File: config.mk
export PLATFORM = sky130hd
export DESIGN_NAME = vend_dispenser_flat
export DESIGN_NICKNAME = d
export VERILOG_FILES = /design/src/rtl/vend_dispenser_if.sv /design/src/rtl/vend_dispenser.sv /design/src/flat_wrapper.sv
export SDC_FILE = /design/constraint.sdc
export NUM_CORES = 1
export LEC_CHECK = 0
export CORE_MARGIN = 5
export CORE_UTILIZATION = 30
export CTS_CLUSTER_DIAMETER = 120
export DETAILED_ROUTE_END_ITERATION = 8
export SYNTH_ARGS = -nofsm -noshare
export SYNTH_HDL_FRONTEND = slang
export SYNTH_SLANG_ARGS = --single-unit
File: constraint.sdc
create_clock -name clk -period 4.5 [get_ports clk]
set_input_delay 0.45 -clock clk [delete_from_list [all_inputs] [get_ports clk]]
set_output_delay 0.45 -clock clk [all_outputs]
set_load 0.01 [all_outputs]
File: src/rtl/vend_dispenser_if.sv
// Interface bundling the vend request inputs and dispenser status outputs.
// Optional sales_total signal exists only when VEND_SALES_COUNT_EN is defined.
interface vend_dispenser_if #(
  parameter int unsigned STOCK_W = 4
);
  logic [1:0]         vend_code;
  logic               restock;
  logic               motor_a;
  logic               motor_b;
  logic               busy;
  logic               refund;
  logic [STOCK_W-1:0] stock_a;
  logic [STOCK_W-1:0] stock_b;
  logic               empty_a;
  logic               empty_b;
`ifdef VEND_SALES_COUNT_EN
  logic [7:0]         sales_total;
`endif

  // Requester side: issues codes and restock, observes dispenser status.
  modport master (
    output vend_code,
    output restock,
    input  motor_a,
    input  motor_b,
    input  busy,
    input  refund,
    input  stock_a,
    input  stock_b,
    input  empty_a,
`ifdef VEND_SALES_COUNT_EN
    input  sales_total,
`endif
    input  empty_b
  );

  // Dispenser side.
  modport slave (
    input  vend_code,
    input  restock,
    output motor_a,
    output motor_b,
    output busy,
    output refund,
    output stock_a,
    output stock_b,
    output empty_a,
`ifdef VEND_SALES_COUNT_EN
    output sales_total,
`endif
    output empty_b
  );
endinterface

File: src/rtl/vend_dispenser.sv
// Product dispenser behind the coin FSM: timed motor pulse per vend, per-product
// stock tracking, one-entry pending slot and refund on rejected requests.
// Optional feature macro: VEND_SALES_COUNT_EN adds a saturating 8-bit sales_total.
module vend_dispenser #(
  parameter int unsigned PULSE_CYCLES = 4,
  parameter int unsigned GAP_CYCLES   = 2,
  parameter int unsigned STOCK_W      = 4,
  parameter int unsigned STOCK_INIT   = 15
) (
  input logic             clk,
  input logic             reset,
  vend_dispenser_if.slave bus
);

  localparam int unsigned MaxCyc = (PULSE_CYCLES > GAP_CYCLES) ? PULSE_CYCLES : GAP_CYCLES;
  localparam int unsigned TimerW = $clog2(MaxCyc) + 1;

  typedef enum logic [1:0] {StIdle, StPulse, StGap} state_e;

  state_e             state_q, state_d;
  logic [TimerW-1:0]  timer_q, timer_d;
  logic               motor_a_q, motor_a_d;
  logic               motor_b_q, motor_b_d;
  logic               refund_q, refund_d;
  logic [STOCK_W-1:0] stock_a_q, stock_a_d;
  logic [STOCK_W-1:0] stock_b_q, stock_b_d;
  // Pending slot: product id (0 = A, 1 = B) plus valid.
  logic               pend_v_q, pend_v_d;
  logic               pend_p_q, pend_p_d;
`ifdef VEND_SALES_COUNT_EN
  logic [7:0]         sales_q, sales_d;
`endif

  logic code_valid;
  logic code_prod;
  logic code_taken;
  logic launch_try;
  logic launch_prod;
  logic launch_ok;

  assign code_valid = (bus.vend_code == 2'b10) || (bus.vend_code == 2'b01);
  assign code_prod  = (bus.vend_code == 2'b01);

  // State, timer, pending slot and registered outputs.
  always_ff @(posedge clk) begin
    if (!reset) begin
      state_q   <= StIdle;
      timer_q   <= '0;
      motor_a_q <= 1'b0;
      motor_b_q <= 1'b0;
      refund_q  <= 1'b0;
      stock_a_q <= STOCK_W'(STOCK_INIT);
      stock_b_q <= STOCK_W'(STOCK_INIT);
      pend_v_q  <= 1'b0;
      pend_p_q  <= 1'b0;
`ifdef VEND_SALES_COUNT_EN
      sales_q   <= '0;
`endif
    end else begin
      state_q   <= state_d;
      timer_q   <= timer_d;
      motor_a_q <= motor_a_d;
      motor_b_q <= motor_b_d;
      refund_q  <= refund_d;
      stock_a_q <= stock_a_d;
      stock_b_q <= stock_b_d;
      pend_v_q  <= pend_v_d;
      pend_p_q  <= pend_p_d;
`ifdef VEND_SALES_COUNT_EN
      sales_q   <= sales_d;
`endif
    end
  end

  // Next-state: sequencing, launch arbitration, pending slot, stock and refund.
  always_comb begin
    state_d     = state_q;
    timer_d     = timer_q;
    motor_a_d   = motor_a_q;
    motor_b_d   = motor_b_q;
    refund_d    = 1'b0;
    stock_a_d   = stock_a_q;
    stock_b_d   = stock_b_q;
    pend_v_d    = pend_v_q;
    pend_p_d    = pend_p_q;
    code_taken  = 1'b0;
    launch_try  = 1'b0;
    launch_prod = 1'b0;
    launch_ok   = 1'b0;
`ifdef VEND_SALES_COUNT_EN
    sales_d     = sales_q;
`endif

    if (bus.vend_code == 2'b11) begin
      refund_d = 1'b1;
    end

    unique case (state_q)
      StIdle: begin
        if (code_valid) begin
          launch_try  = 1'b1;
          launch_prod = code_prod;
          code_taken  = 1'b1;
        end
      end
      StPulse: begin
        timer_d = timer_q + TimerW'(1);
        if (timer_q == TimerW'(PULSE_CYCLES - 1)) begin
          state_d   = StGap;
          timer_d   = '0;
          motor_a_d = 1'b0;
          motor_b_d = 1'b0;
        end
      end
      StGap: begin
        timer_d = timer_q + TimerW'(1);
        if (timer_q == TimerW'(GAP_CYCLES - 1)) begin
          state_d = StIdle;
          // Pending request has priority; otherwise a code on this cycle bypasses IDLE.
          if (pend_v_q) begin
            launch_try  = 1'b1;
            launch_prod = pend_p_q;
            pend_v_d    = 1'b0;
          end else if (code_valid) begin
            launch_try  = 1'b1;
            launch_prod = code_prod;
            code_taken  = 1'b1;
          end
        end
      end
      default: state_d = StIdle;
    endcase

    // Requests arriving while busy are judged against the slot as it stood this cycle.
    if (code_valid && !code_taken) begin
      if (!pend_v_q) begin
        pend_v_d = 1'b1;
        pend_p_d = code_prod;
      end else begin
        refund_d = 1'b1;
      end
    end

    if (launch_try) begin
      launch_ok = launch_prod ? (stock_b_q != '0) : (stock_a_q != '0);
      if (launch_ok) begin
        state_d   = StPulse;
        timer_d   = '0;
        motor_a_d = !launch_prod;
        motor_b_d = launch_prod;
        if (launch_prod) begin
          stock_b_d = stock_b_q - STOCK_W'(1);
        end else begin
          stock_a_d = stock_a_q - STOCK_W'(1);
        end
`ifdef VEND_SALES_COUNT_EN
        if (sales_q != 8'hFF) begin
          sales_d = sales_q + 8'd1;
        end
`endif
      end else begin
        state_d  = StIdle;
        refund_d = 1'b1;
      end
    end

    // Restock overrides any same-cycle decrement; a running pulse is unaffected.
    if (bus.restock) begin
      stock_a_d = STOCK_W'(STOCK_INIT);
      stock_b_d = STOCK_W'(STOCK_INIT);
    end
  end

  assign bus.motor_a = motor_a_q;
  assign bus.motor_b = motor_b_q;
  assign bus.refund  = refund_q;
  assign bus.stock_a = stock_a_q;
  assign bus.stock_b = stock_b_q;
  assign bus.busy    = (state_q != StIdle);
  assign bus.empty_a = (stock_a_q == '0);
  assign bus.empty_b = (stock_b_q == '0);
`ifdef VEND_SALES_COUNT_EN
  assign bus.sales_total = sales_q;
`endif

endmodule

File: src/flat_wrapper.sv
// flat-port wrapper written by rule: the top's interface ports become plain ports
module vend_dispenser_flat 
#(
  parameter int unsigned PULSE_CYCLES = 4,
  parameter int unsigned GAP_CYCLES   = 2,
  parameter int unsigned STOCK_W      = 4,
  parameter int unsigned STOCK_INIT   = 15
)
  (clk, reset, bus_vend_code, bus_restock, bus_motor_a, bus_motor_b, bus_busy, bus_refund, bus_stock_a, bus_stock_b, bus_empty_a, bus_empty_b);
  vend_dispenser_if #(.STOCK_W(STOCK_W)) bus_i ();
  input logic clk;
  input logic reset;
  input wire logic [$bits(bus_i.vend_code)-1:0] bus_vend_code;
  input wire logic [$bits(bus_i.restock)-1:0] bus_restock;
  output wire logic [$bits(bus_i.motor_a)-1:0] bus_motor_a;
  output wire logic [$bits(bus_i.motor_b)-1:0] bus_motor_b;
  output wire logic [$bits(bus_i.busy)-1:0] bus_busy;
  output wire logic [$bits(bus_i.refund)-1:0] bus_refund;
  output wire logic [$bits(bus_i.stock_a)-1:0] bus_stock_a;
  output wire logic [$bits(bus_i.stock_b)-1:0] bus_stock_b;
  output wire logic [$bits(bus_i.empty_a)-1:0] bus_empty_a;
  output wire logic [$bits(bus_i.empty_b)-1:0] bus_empty_b;
  assign bus_i.vend_code = bus_vend_code;
  assign bus_i.restock = bus_restock;
  assign bus_motor_a = bus_i.motor_a;
  assign bus_motor_b = bus_i.motor_b;
  assign bus_busy = bus_i.busy;
  assign bus_refund = bus_i.refund;
  assign bus_stock_a = bus_i.stock_a;
  assign bus_stock_b = bus_i.stock_b;
  assign bus_empty_a = bus_i.empty_a;
  assign bus_empty_b = bus_i.empty_b;
  vend_dispenser #(.PULSE_CYCLES(PULSE_CYCLES), .GAP_CYCLES(GAP_CYCLES), .STOCK_W(STOCK_W), .STOCK_INIT(STOCK_INIT)) u_core (.clk(clk), .reset(reset), .bus(bus_i));
endmodule
==> out/metrics.csv, run 1 <==
metric,value,unit
status,completed,
async_flop_share,0,
peakVddDrop,0.0001433,V
synth_edf_count,0,
area_growth,23.79,%
hold_path.class,reg2reg,
fin_tns_setup,0,ns
clock.fmax,0.4053,GHz
critPathRequiredTime,4.05,ns
fin_crit_sh,0.5483,
rsz0062_at_grt,false,
drcViolationCount,0,
setup_viol,0,
ctsResizeCount,0,
overflow,0,
syn_area,1057,um^2
syn_inst,121,
drt-total-wl,2551,um
yosysMostFrequentCell,dfxtp_1,
clkTransAtPathRegs,0.10,ns
r2r-end,u_core.bus.stock_a[3],
rows,21,
min_from,u_core.bus.motor_b,
initialDrtViolationCount,42,
grt_pass1_vias,962,
clock_latency,0.30,ns
grt_max_degree,10,
initial_utilization,0.3144,
stdcell_count,186,
period_needed,2.468,ns
tightest_slew,0.5488,ns
num_vias,953,
synth_seq_cells,18,
max-cap-violations,0,
yosys_warnings,0,
fin_util,0.3891,
ys_top_cells_by_area,"dfxtp_1, ha_1, inv_1, o21ai_0, a21oi_1",
die_h,69.37,um
routedWlPerCell,13.72,um
final_nets,159,
start_kind,register,
antennaDiodeCount,0,
r2r_cells,6,
total_leakage_power,0.0005463,uW
cp_data_arrival_time,2.02,ns
ios,19,
slew_viol_final,0,
cts_tree,yes,
hold_violations,0,
post-synth-top-area-fraction,0.3408,
cts_buffers,3,
crit_chain,inv_1 > ha_1 > nor3b_1 > clkdlybuf4s50_1,
slew_headroom,0.6334,
place_inst,183,
drtAntennaViolNets,0,
first_pass_iters,4,
cts_buffer_depth,2,
worst_path_max_delay_cell,clkdlybuf4s50_1,
stdcell_area,1309,um^2
crit_path_end_kind,primary output,
cts_hold_buf,0,
hold_end,u_core.bus.motor_b,
place_hpwl,1994,um
fin_ws,2.033,ns
placed_area,1286,um^2
worstSetupPathType,reg2out,
antenna_found_initial,0,
synth_nets,138,
synth_top_area_cell,dfxtp_1,
path_max_fanout,4,
r2r-start,u_core.state_q[0],
grt_pass1_wl,4436,um
ys.flop_type,dfxtp_1,
power_density,291.8,nW/um^2
crit_family,buffers and inverters,
ys_top_cells_by_count,"dfxtp_1, inv_1, ha_1",
syn_avg_cell_area,8.738,um^2
fp.dieW,69.37,um
gp_congestion,0.7723,
min_path_cells,2,
design.core.area,3363,um^2
viasPerCell,5.124,
root_buffer,clkbuf_4,
clock_skew,0.0007619,ns
pre_cts_ws,1.926,ns
timing.critical_path.buf_inv,2,
grt_util_all_layers,0.1116,
rrSetupSlack,2.54,ns
ys_seq_area_frac,0.3408,
portBuffers,18,
synth.distinct_cells,33,
htree_levels,1,
cts_num_sinks,18,
cts_setup_buffers,0,
drive_gt1_frac,0.02857,
die_area,4812,um^2
critical_path.max_stage_delay,0.65,ns
how the worst max path moves through the flow:
stage                          startpoint               endpoint  slack [ns]  cells past startpoint
finish              u_core.bus.stock_a[0]            bus_empty_a        2.03                      4
global route        u_core.bus.stock_a[0]            bus_empty_a        1.89                      4
CTS                 u_core.bus.stock_a[0]            bus_empty_a        2.01                      4
detailed placement       bus_vend_code[1]  u_core.bus.stock_a[3]        1.93                      7
global placement         bus_vend_code[1]  u_core.bus.stock_a[3]        1.97                      7
floorplan                bus_vend_code[1]  u_core.bus.stock_a[3]        2.55                      6
worst register-to-register path: stages, from the launching register on:
cell and delay (ns):
dfxtp_1 0.34, inv_1 0.07, ha_1 0.26, and3b_1 0.28
a221o_1 0.39, or4_1 0.48, nand3_1 0.09
routing by layer:
layer	GRT usage	part of all wire	up-vias
li1	-	-	488
met1	0.1193	0.44	440
met2	0.2023	0.50	19
met3	0.04203	0.047	6
met4	0.03254	0.016	0
met5	0	0	-
layout by cell type (no fill, tap or decap), types with 3 or more instances in the layout:
cell type,instances
o211ai_1,4
and4_1,4
ha_1,12
nor3b_1,4
nand2_1,4
nand3_1,3
clkdlybuf4s50_1,18
nor2b_1,3
dfxtp_1,18
inv_1,13
a31oi_1,4
or3_1,3
nor2_1,7
o21ai_0,9
clkbuf_4,3
a21oi_1,8
sequential cells by signal (all words and copies together), names as in the netlist:
signal              count
u_core.bus.stock_a      4
u_core.bus.stock_b      4
u_core.timer_q          3
u_core.state_q          2
u_core.bus.motor_a      1
u_core.bus.motor_b      1
u_core.bus.refund       1
u_core.pend_p_q         1
u_core.pend_v_q         1
where the power goes:
part	internal [uW]	switching (uW)	total (uW)
Combinational	51.9	67.4	119
Clock	31.2	50.5	81.8
Sequential	171	9.89	181
stage by stage:
| step | hold WS, ns | total power [uW] |
|---|---|---|
| 6_report | 0.5020 | 381.9 |
| 2_1_floorplan | 0.4606 | 262.0 |
| 5_1_grt | 0.5288 | 411.9 |
| 4_1_cts | 0.5089 | 386.3 |
| 3_3_place_gp | 0.4946 | 299.0 |
| 3_5_place_dp | 0.4905 | 302.4 |
cell families after synthesis:
family,synth area share
and+or+nand+nor,0.2012
muxes,0.03313
DFF,0.3408
buffers and inverters,0.05443
AOI/OAI and AO/OA,0.2284
adders and majority gates,0.1420
final cells by class:
type                       count  area (um^2)
inverter                      13        48.80
multi-input combinational     88        639.4
fill                         377         2054
tap                           46        57.56
timing repair buffer          18        180.2
sequential                    18        360.3
clock buffer                   3        22.52
Note: power is estimated with default switching activity, not from simulation.
==> inputs of run 2 (changes only) <==
==> constraint.sdc (replaced) <==
create_clock -name clk -period 2 [get_ports clk]
set_input_delay 0.2 -clock clk [delete_from_list [all_inputs] [get_ports clk]]
set_output_delay 0.2 -clock clk [all_outputs]
set_load 0.01 [all_outputs]
==> out/metrics.csv, run 2 (synthesized netlist as in run 1, its figures left out) <==
metric,value,unit
grt_pass1_wl,4685,um
grt_pass1_vias,1011,
pre_cts_ws,-0.1867,ns
start_kind,input port,
ios,19,
min_path_cells,2,
cts_hold_buf,0,
power_density,610.1,nW/um^2
fin_crit_sh,0.9460,
stdcell_count,201,
cts_buffers,3,
design.core.area,3363,um^2
drive_gt1_frac,0.1677,
holdWs,0.5007,ns
switching_share,0.3283,
fill_cells,353,
portBuffers,18,
path_max_fanout,4,
multi_input_area,684.4,um^2
viasPerCell,5.104,
r2r_cells,7,
grt_max_degree,10,
rsz0062_at_grt,true,
num_vias,1026,
cp_data_arrival_time,2.14,ns
critPathRequiredTime,2.25,ns
clkTransAtPathRegs,0.10,ns
period_needed,1.892,ns
drt-total-wl,2669,um
seq_area,361.6,um^2
routedWlPerCell,13.28,um
clock_skew,0.004693,ns
tightest_slew,0.5048,ns
first_pass_iters,4,
rows,21,
cts_num_sinks,18,
overflow,0,
initialDrtViolationCount,29,
cts_buffer_depth,2,
clock.fmax,0.5285,GHz
hold_violations,0,
hold_path.class,reg2reg,
area_growth,39.05,%
clock_power_share,0.201,
drcViolationCount,0,
place_inst,196,
power.switching,294.5,uW
placed_area,1384,um^2
report.power.total,897.0,uW
mostFrequentLayoutCells,"clkdlybuf4s50_1, dfxtp_1, buf_4, inv_1, ha_1",
gp_congestion,0.7679,
cts_tree,yes,
max-cap-violations,0,
antenna_found_initial,0,
crit_path_end_kind,register,
stdcell_area,1470,um^2
setup_viol,0,
clock_latency,0.29,ns
status,completed,
grt_util_all_layers,0.1189,
intPower,602.5,uW
total_leakage_power,0.0006800,uW
fin_ws,0.1079,ns
slew_headroom,0.6622,
place_hpwl,2075,um
seqPwrFrac,0.454,
peakVddDrop,0.0002923,V
antennaDiodeCount,0,
die_h,69.37,um
slew_viol_final,0,
die_area,4812,um^2
fp.dieW,69.37,um
htree_levels,1,
final_nets,174,
root_buffer,clkbuf_4,
initial_utilization,0.3144,
p_comb_frac,0.345,
worstSetupPathType,in2reg,
drtAntennaViolNets,0,
==> run 2: cell types whose count changed in the layout (fill, tap and decap cells not counted), sizes merged <==
cell           change
buf               +15
clkdlybuf4s50      -1
dlymetal6s2s       +1
==> run 2: layer usage <==
layer / part of all wire / vias to the layer above / GRT usage
met2: 0.53 / 13 / 0.2214
met4: 0.0094 / 0 / 0.02603
met3: 0.041 / 4 / 0.03913
li1: - / 520 / -
met1: 0.42 / 489 / 0.1293
met5: 0 / - / 0
==> run 2: through the flow <==
step,setup TNS (ns),util
global route,-0.002750,0.4371
CTS,0,0.4230
finish,0,0.4371
global placement,-0.7003,0.4115
floorplan,0,-
detailed placement,-1.036,0.4115
==> run 2: worst max-delay path, stage by stage <==
cell,delay (ns)
clkdlybuf4s50_1,0.48
inv_1,0.06
ha_1,0.19
mux2_4,0.29
a221o_1,0.34
or4_1,0.49
nand3_2,0.08
==> run 2: path summary, 6_finish.rpt <==
kind	startpoint	to	slack [ns]
hold reg to reg	u_core.bus.motor_b	u_core.bus.motor_b	0.50
hold / removal	u_core.bus.motor_b	u_core.bus.motor_b	0.50
setup reg to reg	u_core.bus.stock_a[0]	u_core.bus.stock_a[3]	0.15
setup / recovery	bus_vend_code[1]	u_core.bus.stock_a[3]	0.11
==> run 2: power groups by stage <==
stage	combinational [uW]	sequential (uW)	clock [uW]
6_report	309	407	180
5_1_grt	346	412	212
4_1_cts	304	407	194
3_5_place_dp	302	415	0
3_3_place_gp	298	414	0
2_1_floorplan	174	415	0
==> run 2: area by class of cell <==
class / instances / area share
tap: 46 / 0.03915
multi-input combinational: 88 / 0.4655
sequential: 18 / 0.2460
timing repair buffer: 33 / 0.2009
clock buffer: 3 / 0.01532
inverter: 13 / 0.03319
==> run 2: what timing repair did <==
item                                    in CTS  in global routing
resized for setup                            3                  8
setup buffers                                0                  2
pin swaps                                    0                  1
endpoints found under the setup margin       2                 10
